[config.mk]
export PLATFORM = sky130hd
export DESIGN_NAME = unified_buffer_reader
export DESIGN_NICKNAME = d
export VERILOG_FILES = /design/src/rtl/ub_pkg.sv /design/src/rtl/ub_skew_mux.sv /design/src/rtl/unified_buffer_reader.sv
export SDC_FILE = /design/constraint.sdc
export NUM_CORES = 1
export LEC_CHECK = 0
export BUFFER_PORTS_ARGS = -buffer_cell sky130_fd_sc_hd__clkbuf_2
export CAP_MARGIN = 20
export CORE_AREA = 10 10 201 241
export CTS_BUF_LIST = sky130_fd_sc_hd__clkbuf_16
export DETAILED_ROUTE_END_ITERATION = 6
export DIE_AREA = 0 0 211 251
export HOLD_SLACK_MARGIN = 0.03
export SLEW_MARGIN = 10
export SYNTH_ARGS = -nofsm -noshare
export SYNTH_HDL_FRONTEND = slang
export SYNTH_HIERARCHICAL = 1
export SYNTH_SLANG_ARGS = --single-unit
[constraint.sdc]
create_clock -name clk -period 2.6 [get_ports clk]
set_input_delay 0.13 -clock clk [delete_from_list [all_inputs] [get_ports clk]]
set_output_delay 0.13 -clock clk [all_outputs]
set_load 0.1 [all_outputs]
[src/rtl/ub_pkg.sv]
// Shared types and default sizing for the unified-buffer read path.
// Consumed by unified_buffer_reader and ub_skew_mux.
package ub_pkg;

  localparam int UB_DATA_W = 32;
  localparam int UB_ADDR_W = 6;
  localparam int UB_N      = 2;

  typedef enum logic [2:0] {
    IDLE,
    FETCH,
    WAIT,
    DRAIN,
    DONE
  } ub_rd_state_t;

  typedef logic [UB_DATA_W-1:0] ub_word_t;

endpackage

[src/rtl/ub_skew_mux.sv]
// Per-lane selection of the staged matrix element for drain step t (lane r lags r steps).
// UB_READER_TRANSPOSE_EN selects M[t-r][r] instead of M[r][t-r].
module ub_skew_mux
  import ub_pkg::*;
#(
  parameter int DATA_W = UB_DATA_W,
  parameter int N      = UB_N,
  parameter int T_W    = $clog2(2 * UB_N)
) (
  input  logic [T_W-1:0]    step_i,
  input  logic [DATA_W-1:0] stg_i  [N*N],
  output logic [DATA_W-1:0] word_o [N],
  output logic [N-1:0]      vld_o
);

  int col;
  int sel;

  always_comb begin
    vld_o = '0;
    col   = 0;
    sel   = 0;
    for (int r = 0; r < N; r++) begin
      word_o[r] = '0;
      col = int'(step_i) - r;
      if (col >= 0 && col < N) begin
        vld_o[r] = 1'b1;
`ifdef UB_READER_TRANSPOSE_EN
        sel = col * N + r;
`else
        sel = r * N + col;
`endif
        for (int e = 0; e < N * N; e++) begin
          if (e == sel) word_o[r] = stg_i[e];
        end
      end
    end
  end

endmodule

[src/rtl/unified_buffer_reader.sv]
// Fetches an N x N matrix from unified memory and replays it diagonally skewed onto the array rows.
// Optional UB_READER_TRANSPOSE_EN streams the transpose (handled inside ub_skew_mux).
module unified_buffer_reader
  import ub_pkg::*;
#(
  parameter int DATA_W = UB_DATA_W,
  parameter int ADDR_W = UB_ADDR_W,
  parameter int N      = UB_N
) (
  input  logic                  clk,
  input  logic                  reset,
  input  logic                  start,
  input  logic [ADDR_W-1:0]     base_addr,
  input  logic                  stall,
  output logic                  rd_en,
  output logic [ADDR_W-1:0]     rd_addr,
  input  logic [DATA_W-1:0]     rd_data,
  output logic [N*DATA_W-1:0]   lane_data,
  output logic [N-1:0]          lane_valid,
  output logic                  busy,
  output logic                  done
);

  localparam int NN    = N * N;
  localparam int CNT_W = $clog2(NN + 1);
  localparam int T_W   = $clog2(2 * N);
  localparam logic [CNT_W-1:0] K_LAST = CNT_W'(NN - 1);
  localparam logic [T_W-1:0]   T_LAST = T_W'(2 * N - 2);

  ub_rd_state_t          state_q;
  logic [CNT_W-1:0]      k_q;
  logic [T_W-1:0]        t_q;
  logic                  rd_en_q;
  logic [ADDR_W-1:0]     rd_addr_q;
  logic                  busy_q;
  logic                  done_q;
  logic [N*DATA_W-1:0]   lane_data_q;
  logic [N-1:0]          lane_valid_q;

  logic                  rd_vld_q;
  logic [CNT_W-1:0]      cap_q, cap_d;
  logic [DATA_W-1:0]     stg_q [NN];
  logic [DATA_W-1:0]     stg_d [NN];

  logic [T_W-1:0]        step_sel;
  logic [DATA_W-1:0]     mux_word [N];
  logic [N-1:0]          mux_vld;
  logic [N*DATA_W-1:0]   lane_data_d;

  assign rd_en      = rd_en_q;
  assign rd_addr    = rd_addr_q;
  assign busy       = busy_q;
  assign done       = done_q;
  assign lane_data  = lane_data_q;
  assign lane_valid = lane_valid_q;

  // Capture stage: memory returns one cycle after each request
  always_comb begin
    stg_d = stg_q;
    cap_d = cap_q;
    if (rd_vld_q) begin
      for (int e = 0; e < NN; e++) begin
        if (CNT_W'(e) == cap_q) stg_d[e] = rd_data;
      end
      cap_d = cap_q + CNT_W'(1);
    end
  end

  always_ff @(posedge clk) begin
    if (reset) begin
      rd_vld_q <= 1'b0;
      cap_q    <= '0;
      for (int e = 0; e < NN; e++) stg_q[e] <= '0;
    end else begin
      rd_vld_q <= rd_en_q;
      cap_q    <= (state_q == IDLE && start) ? '0 : cap_d;
      stg_q    <= stg_d;
    end
  end

  // Skew stage: the mux sees the next-cycle staging view so a word landing this edge is usable
  assign step_sel = (state_q == DRAIN) ? t_q + T_W'(1) : '0;

  ub_skew_mux #(
    .DATA_W (DATA_W),
    .N      (N),
    .T_W    (T_W)
  ) u_skew_mux (
    .step_i (step_sel),
    .stg_i  (stg_d),
    .word_o (mux_word),
    .vld_o  (mux_vld)
  );

  always_comb begin
    lane_data_d = '0;
    for (int r = 0; r < N; r++) lane_data_d[r*DATA_W +: DATA_W] = mux_word[r];
  end

  // Control and registered outputs
  always_ff @(posedge clk) begin
    if (reset) begin
      state_q      <= IDLE;
      k_q          <= '0;
      t_q          <= '0;
      rd_en_q      <= 1'b0;
      rd_addr_q    <= '0;
      busy_q       <= 1'b0;
      done_q       <= 1'b0;
      lane_data_q  <= '0;
      lane_valid_q <= '0;
    end else begin
      case (state_q)
        IDLE: begin
          if (start) begin
            state_q   <= FETCH;
            rd_en_q   <= 1'b1;
            rd_addr_q <= base_addr;
            k_q       <= '0;
            busy_q    <= 1'b1;
          end
        end
        FETCH: begin
          if (k_q == K_LAST) begin
            state_q   <= WAIT;
            rd_en_q   <= 1'b0;
            rd_addr_q <= '0;
          end else begin
            k_q       <= k_q + CNT_W'(1);
            rd_addr_q <= rd_addr_q + ADDR_W'(1);
          end
        end
        WAIT: begin
          state_q      <= DRAIN;
          t_q          <= '0;
          lane_data_q  <= lane_data_d;
          lane_valid_q <= mux_vld;
        end
        DRAIN: begin
          if (!stall) begin
            if (t_q == T_LAST) begin
              state_q      <= DONE;
              lane_data_q  <= '0;
              lane_valid_q <= '0;
              busy_q       <= 1'b0;
              done_q       <= 1'b1;
            end else begin
              t_q          <= t_q + T_W'(1);
              lane_data_q  <= lane_data_d;
              lane_valid_q <= mux_vld;
            end
          end
        end
        DONE: begin
          state_q <= IDLE;
          done_q  <= 1'b0;
        end
        default: state_q <= IDLE;
      endcase
    end
  end

endmodule

; ---- Yosys cells after proc, flatten, opt, wreduce, memory -nomap -nowiden
; Index checks and enable logic that the tools add are counted.
[classes]
mux = 47
multipliers = 0
add_sub_neg = 6
n_reduce_logical = 20
div = 0
n_eq_ne = 21
n_lt_le_gt_ge = 4
bitwise_logic = 0
n_shift = 0
[ops]
columns = op, count
row1 = $mux W32, 14
row2 = $mux W128, 1
row3 = $mux W64, 2
row4 = $pmux W64 S2, 1
row5 = $eq A3 B32 Y1 const A, 2
row6 = $logic_not A32 Y1, 2
row7 = $add A3 B32 Y32 const A, 1
row8 = $eq A2 B32 Y1 const A, 1
row9 = $ge A32 B1 Y1 const B, 1
row10 = $lt A32 B3 Y1 const B, 1
row11 = $mux W3, 6
row12 = $mux W6, 2
row13 = $pmux W3 S4, 1
row14 = $pmux W6 S2, 1
row15 = $reduce_and A3 Y1, 4
row16 = $mux W2, 5
row17 = $ne A2 B2 Y1 const B, 5
row18 = $eq A3 B2 Y1 const B, 3
row19 = $mux W1, 8
row20 = $pmux W2 S2, 2
row21 = $reduce_and A4 Y1, 2
row22 = $reduce_bool A2 Y1, 4
row23 = $add A3 B1 Y3 const B, 2
row24 = $add A6 B1 Y6 const B, 1
row25 = 18 further kinds, 26
[totals]
latchBits = 0
in_bits = 42
romBits = 0
out_inout_bits = 75
word_cells = 113
ramBits = 0
register_bits = 215
mem_count = 0

; ---- Logic depth before layout (Yosys ltp)
[logic_depth]
ltp_word = 13
mapped_depth = 13
ltp_nobuf = 10

; ---- Hierarchy
; Netlist, hierarchy kept.
[modules_own_cells]
columns = module, area_per_inst_um2, seq_area_each_um2, n_inst, cells_per_inst
row1 = unified_buffer_reader, 8399.3, 4304.1, 1, 766
row2 = ub_skew_mux, 2398.6, 0.0, 1, 350

; ---- Worst setup path after synthesis
; No wires, ideal clock.
[synth_timing]
path_type = register -> register
startpoint = reg state_q[0]
endpoint = reg lane_data_q[42] (netlist: lane_data[42])
stages_incl_launch_ff = 13
path_buffers = 4
t_required_ns = 2.472
synth_period_minus_slack_ns = 2.512
arrival_ns = 2.384
setup_slack_ns = 0.088
setup_ns = 0.128
path_cell_list = dfxtp_1 > buf_6 > clkbuf_1 > nand3b_1 > nor2_1 > inv_1 > ha_1 > nor2b_1 > buf_2 > buf_2 > a32o_1 > a22oi_1 > nor2_1
[synth_lines]
columns = item, line
row1 = "start, declared", unified_buffer_reader.sv:30  ; ub_rd_state_t state_q;
row2 = "start signal, assigned", unified_buffer_reader.sv:103  ; state_q <= IDLE;
row3 = "start signal, assigned", unified_buffer_reader.sv:116  ; state_q <= FETCH;
row4 = "start signal, assigned", unified_buffer_reader.sv:125  ; state_q <= WAIT;
row5 = "end signal, assigned", unified_buffer_reader.sv:136  ; lane_data_q <= lane_data_d;
row6 = "end signal, assigned", unified_buffer_reader.sv:149  ; lane_data_q <= lane_data_d;
row7 = "end, declared", unified_buffer_reader.sv:37  ; logic [N*DATA_W-1:0] lane_data_q;

==> run_results.csv <==
group,metric,value,unit
yosys,syn_area,10800,um^2
run,max-cap-violations,0,
layout,area_delta_synth_final,21.47,%
floorplan,row_count,84,
yosys,synth_mux_area_frac,0.1423,
floorplan,dieArea,52960,um^2
route,met3WireLength,1595,um
cts,clock-sinks,215,
yosys,synthArstFlopShare,0,
floorplan,initial_core_util,0.2482,
layout,nFillCells,4586,
cts,cts-buffers-inserted,25,
sta,slew_headroom,0.4038,
sta,report.final.setup_viol,0,
route,vias_per_cell,4.747,
sta,period_share,0.9169,
yosys,synth_most_common_cell,"dfxtp_1",
sta,timing.fmax,419.5,MHz
critical_path,arrival,2.79,ns
global_routing,antenna_found_initial,1,
sta,hold_violations,0,
critical_path,startpoint_type,"register",
cts,cts_tree,"yes",
pwr,vdd_drop_max,0.4590,mV
yosys,synth.distinct_cells,50,
route,antenna_left,0,
global_routing,grt_pass1_wl,50580,um
route,drt_iter0_markers,541,
yosys,avgSynthCellArea,9.675,um^2
placement,gp_congestion,0.7628,
yosys,syn_inst,1116,
critical_path,cpPeakStageDelay,0.40,ns
critical_path,critical_path_class,"reg -> reg",
critical_path,slowest_stage,"dfxtp_1",
sta,tns,0,ns
pwr,p_leak,5.164,nW
cts,cts_root_buf,"clkbuf_16",
sta,worstMarginPinSlew,0.8920,ns
layout,drive_above_1_share,0.2859,
layout,fin_nets,1285,
placement,dpl.cell_count,1728,
layout,finalCoreUtilization,0.3014,
layout,layout.cells.non_filler,1805,
critical_path,cp_max_fo,18,
yosys,synth_fa_ha_area_frac,0.01738,
yosys,synth_compound_area_frac,0.1988,
route,drtPass1Iterations,5,
route,route.detailed.drc,0,
yosys,synth-edff-count,0,
status,status,"complete, no violations",
yosys,yosys.area_share.simple,0.1791,
cts,cts_max_level,1,
yosys,synth_top_family_by_area,"compound AO/OA/AOI/OAI gates",
floorplan,ios,117,
pwr,power,0.007275,W
pwr,power_density,554.7,nW/um^2
global_routing,grt_pass1_vias,8653,
yosys,synth_common_cells,"215 x dfxtp_1, 134 x nor2b_1, 94 x mux2_2, 88 x nor2_1, 70 x a22oi_1",
sta,rsz0062_at_grt,"no",
floorplan,core,43510,um^2
yosys,synth-xor-area-share,0.002433,
yosys,syn-num-nets,1173,
sta,setup_slack,0.2160,ns
cts,clk_pin_slew_worst_paths,0.06,ns
placement,post-place-ws,0.1826,ns
global_routing,grt_max_degree,71,
yosys,ys_seq_elements,215,
cts,cts_buffer_depth,3,
worst_hold_path,worstHoldPathType,"in -> reg",
floorplan,die_w,211,um
route,wl_met1,14470,um
sta,clock_skew,0.01828,ns
global_routing,grt_usage,0.1189,
sta,finalMaxSlewViolations,0,
yosys,synth_warnings,6,
placement,dp_hpwl,20560,um
route,wl_met2,15470,um
yosys,synth_top_area_cell,"dfxtp_1",
yosys,netlist_top_cells_area,"dfxtp_1 40%, mux2_2 9.8%, nor2b_1 7.8%",
sta,min_period,2.384,ns
cts,clk_latency,0.54,ns
route,via_count,8569,
placement,io_buffers,116,
yosys,synth_top_area_share,0.3986,
layout,register_area,4304,um^2
critical_path,crit_chain,"inv_1 > ha_1 > nand2_4 > buf_4 > mux2_2 > nand2b_1 > o21ai_1 > a32o_1 > a22oi_1 > nor2_1",
floorplan,die_h,251,um
global_routing,overflow,0,
critical_path,cp.required,3.01,ns
layout,multiInputGateArea,5882,um^2
route,drt-total-wl,32380,um
critical_path,cp-end-kind,"register",
route,topRoutingLayerUsed,"met4",
yosys,ys_seq_area_frac,0.3986,
route,wl_per_cell,17.94,um
yosys,synthFlopType,"dfxtp_1",
[registers in the layout, summed over array words and instances (netlist names)]
name	count
busy	1
cap_q	3
done	1
k_q	3
lane_data	64
lane_valid	2
rd_addr	6
rd_en	1
rd_vld_q	1
state_q	3
stg_q	128
t_q	2
[worst paths after layout]
path	cells after the start	startpoint	end	slack [ns]
setup / recovery	10	cap_q[0]$_SDFFE_PP0P_	lane_data[47]$_SDFFE_PP0P_	0.22
hold / removal	3	rd_data[11]	stg_q[43]$_SDFF_PP0_	0.05
setup reg to reg	10	cap_q[0]$_SDFFE_PP0P_	lane_data[47]$_SDFFE_PP0P_	0.22
hold reg to reg	2	k_q[2]$_SDFFE_PP0P_	k_q[2]$_SDFFE_PP0P_	0.48
[stage by stage]
stage               cell area (um^2)  hold WS (ns)
detailed placement             12010        0.3923
CTS                            13110       0.03061
finish                         13120       0.04862
floorplan                      10800        0.2750
global placement               12010        0.3778
global route                   13120       0.05267
[worst max-delay path: cells and delay by family, from the launching register on]
| kind | cells | cell delay [ns] |
|---|---|---|
| buffers and inverters | 2 | 0.32 |
| AND/OR/NAND/NOR | 3 | 0.40 |
| flip-flops | 1 | 0.40 |
| AO/OA/AOI/OAI | 3 | 0.51 |
| adder cells (fa/ha/maj) | 1 | 0.23 |
| multiplexers | 1 | 0.37 |
[kinds of logic (layout without fill, tap and decap cells)]
kind of cell | after synthesis | after routing
buf+inv | 111 | 240
compound gates | 291 | 291
other cells | 0 | 1
mux | 130 | 130
fa+ha+maj | 15 | 15
flops | 215 | 215
simple gates | 351 | 351
xor+xnor | 3 | 3
[routing by layer]
layer / vias to the layer above / GRT usage
met5: - / 0
met4: 0 / 0.04269
met3: 47 / 0.02340
met2: 171 / 0.2010
met1: 4167 / 0.1466
li1: 4184 / -
[power by group]
group	internal [W]	switching, W	total, W
registers	0.00333	0.0000209	0.00335
clock network	0.00195	0.00146	0.00341
logic	0.000209	0.000304	0.000514
total	0.00549	0.00178	0.00728
[what timing repair did]
| item | CTS | global route |
|---|---|---|
| hold endpoints to repair | 81 | 0 |
| endpoints found under the setup margin | 0 | 1 |
| buffers inserted | 0 | 0 |
| gates resized for setup | 0 | 1 |
| hold buffers | 32 | 0 |
[layout by cell type (no fill, tap or decap), types with 12 or more instances in the layout]
cell type	netlist	layout
dfxtp_1	215	215
nor2b_1	134	132
clkbuf_2	2	115
mux2_2	94	94
nor2_1	88	87
a22oi_1	70	70
o21ai_1	67	67
nand2b_1	66	65
a21oi_1	41	41
o21ai_0	37	37
nand2_1	38	36
dlygate4sd3_1	0	32
a32o_1	32	32
a221oi_2	31	31
clkbuf_16	0	25
buf_4	3	21
mux2_4	20	20
buf_12	0	17
mux2_1	14	14
ha_1	15	12
[final cells by class]
cell class	instances	area share
Inverter	9	0.002576
Clock inverter	19	0.01164
Tap cell	559	0.05332
Sequential cell	215	0.3282
Timing Repair Buffer	187	0.1080
Antenna cell	1	0.0001908
Clock buffer	25	0.04770
Multi-Input combinational cell	790	0.4484
Power figures use the tool's default switching activity.
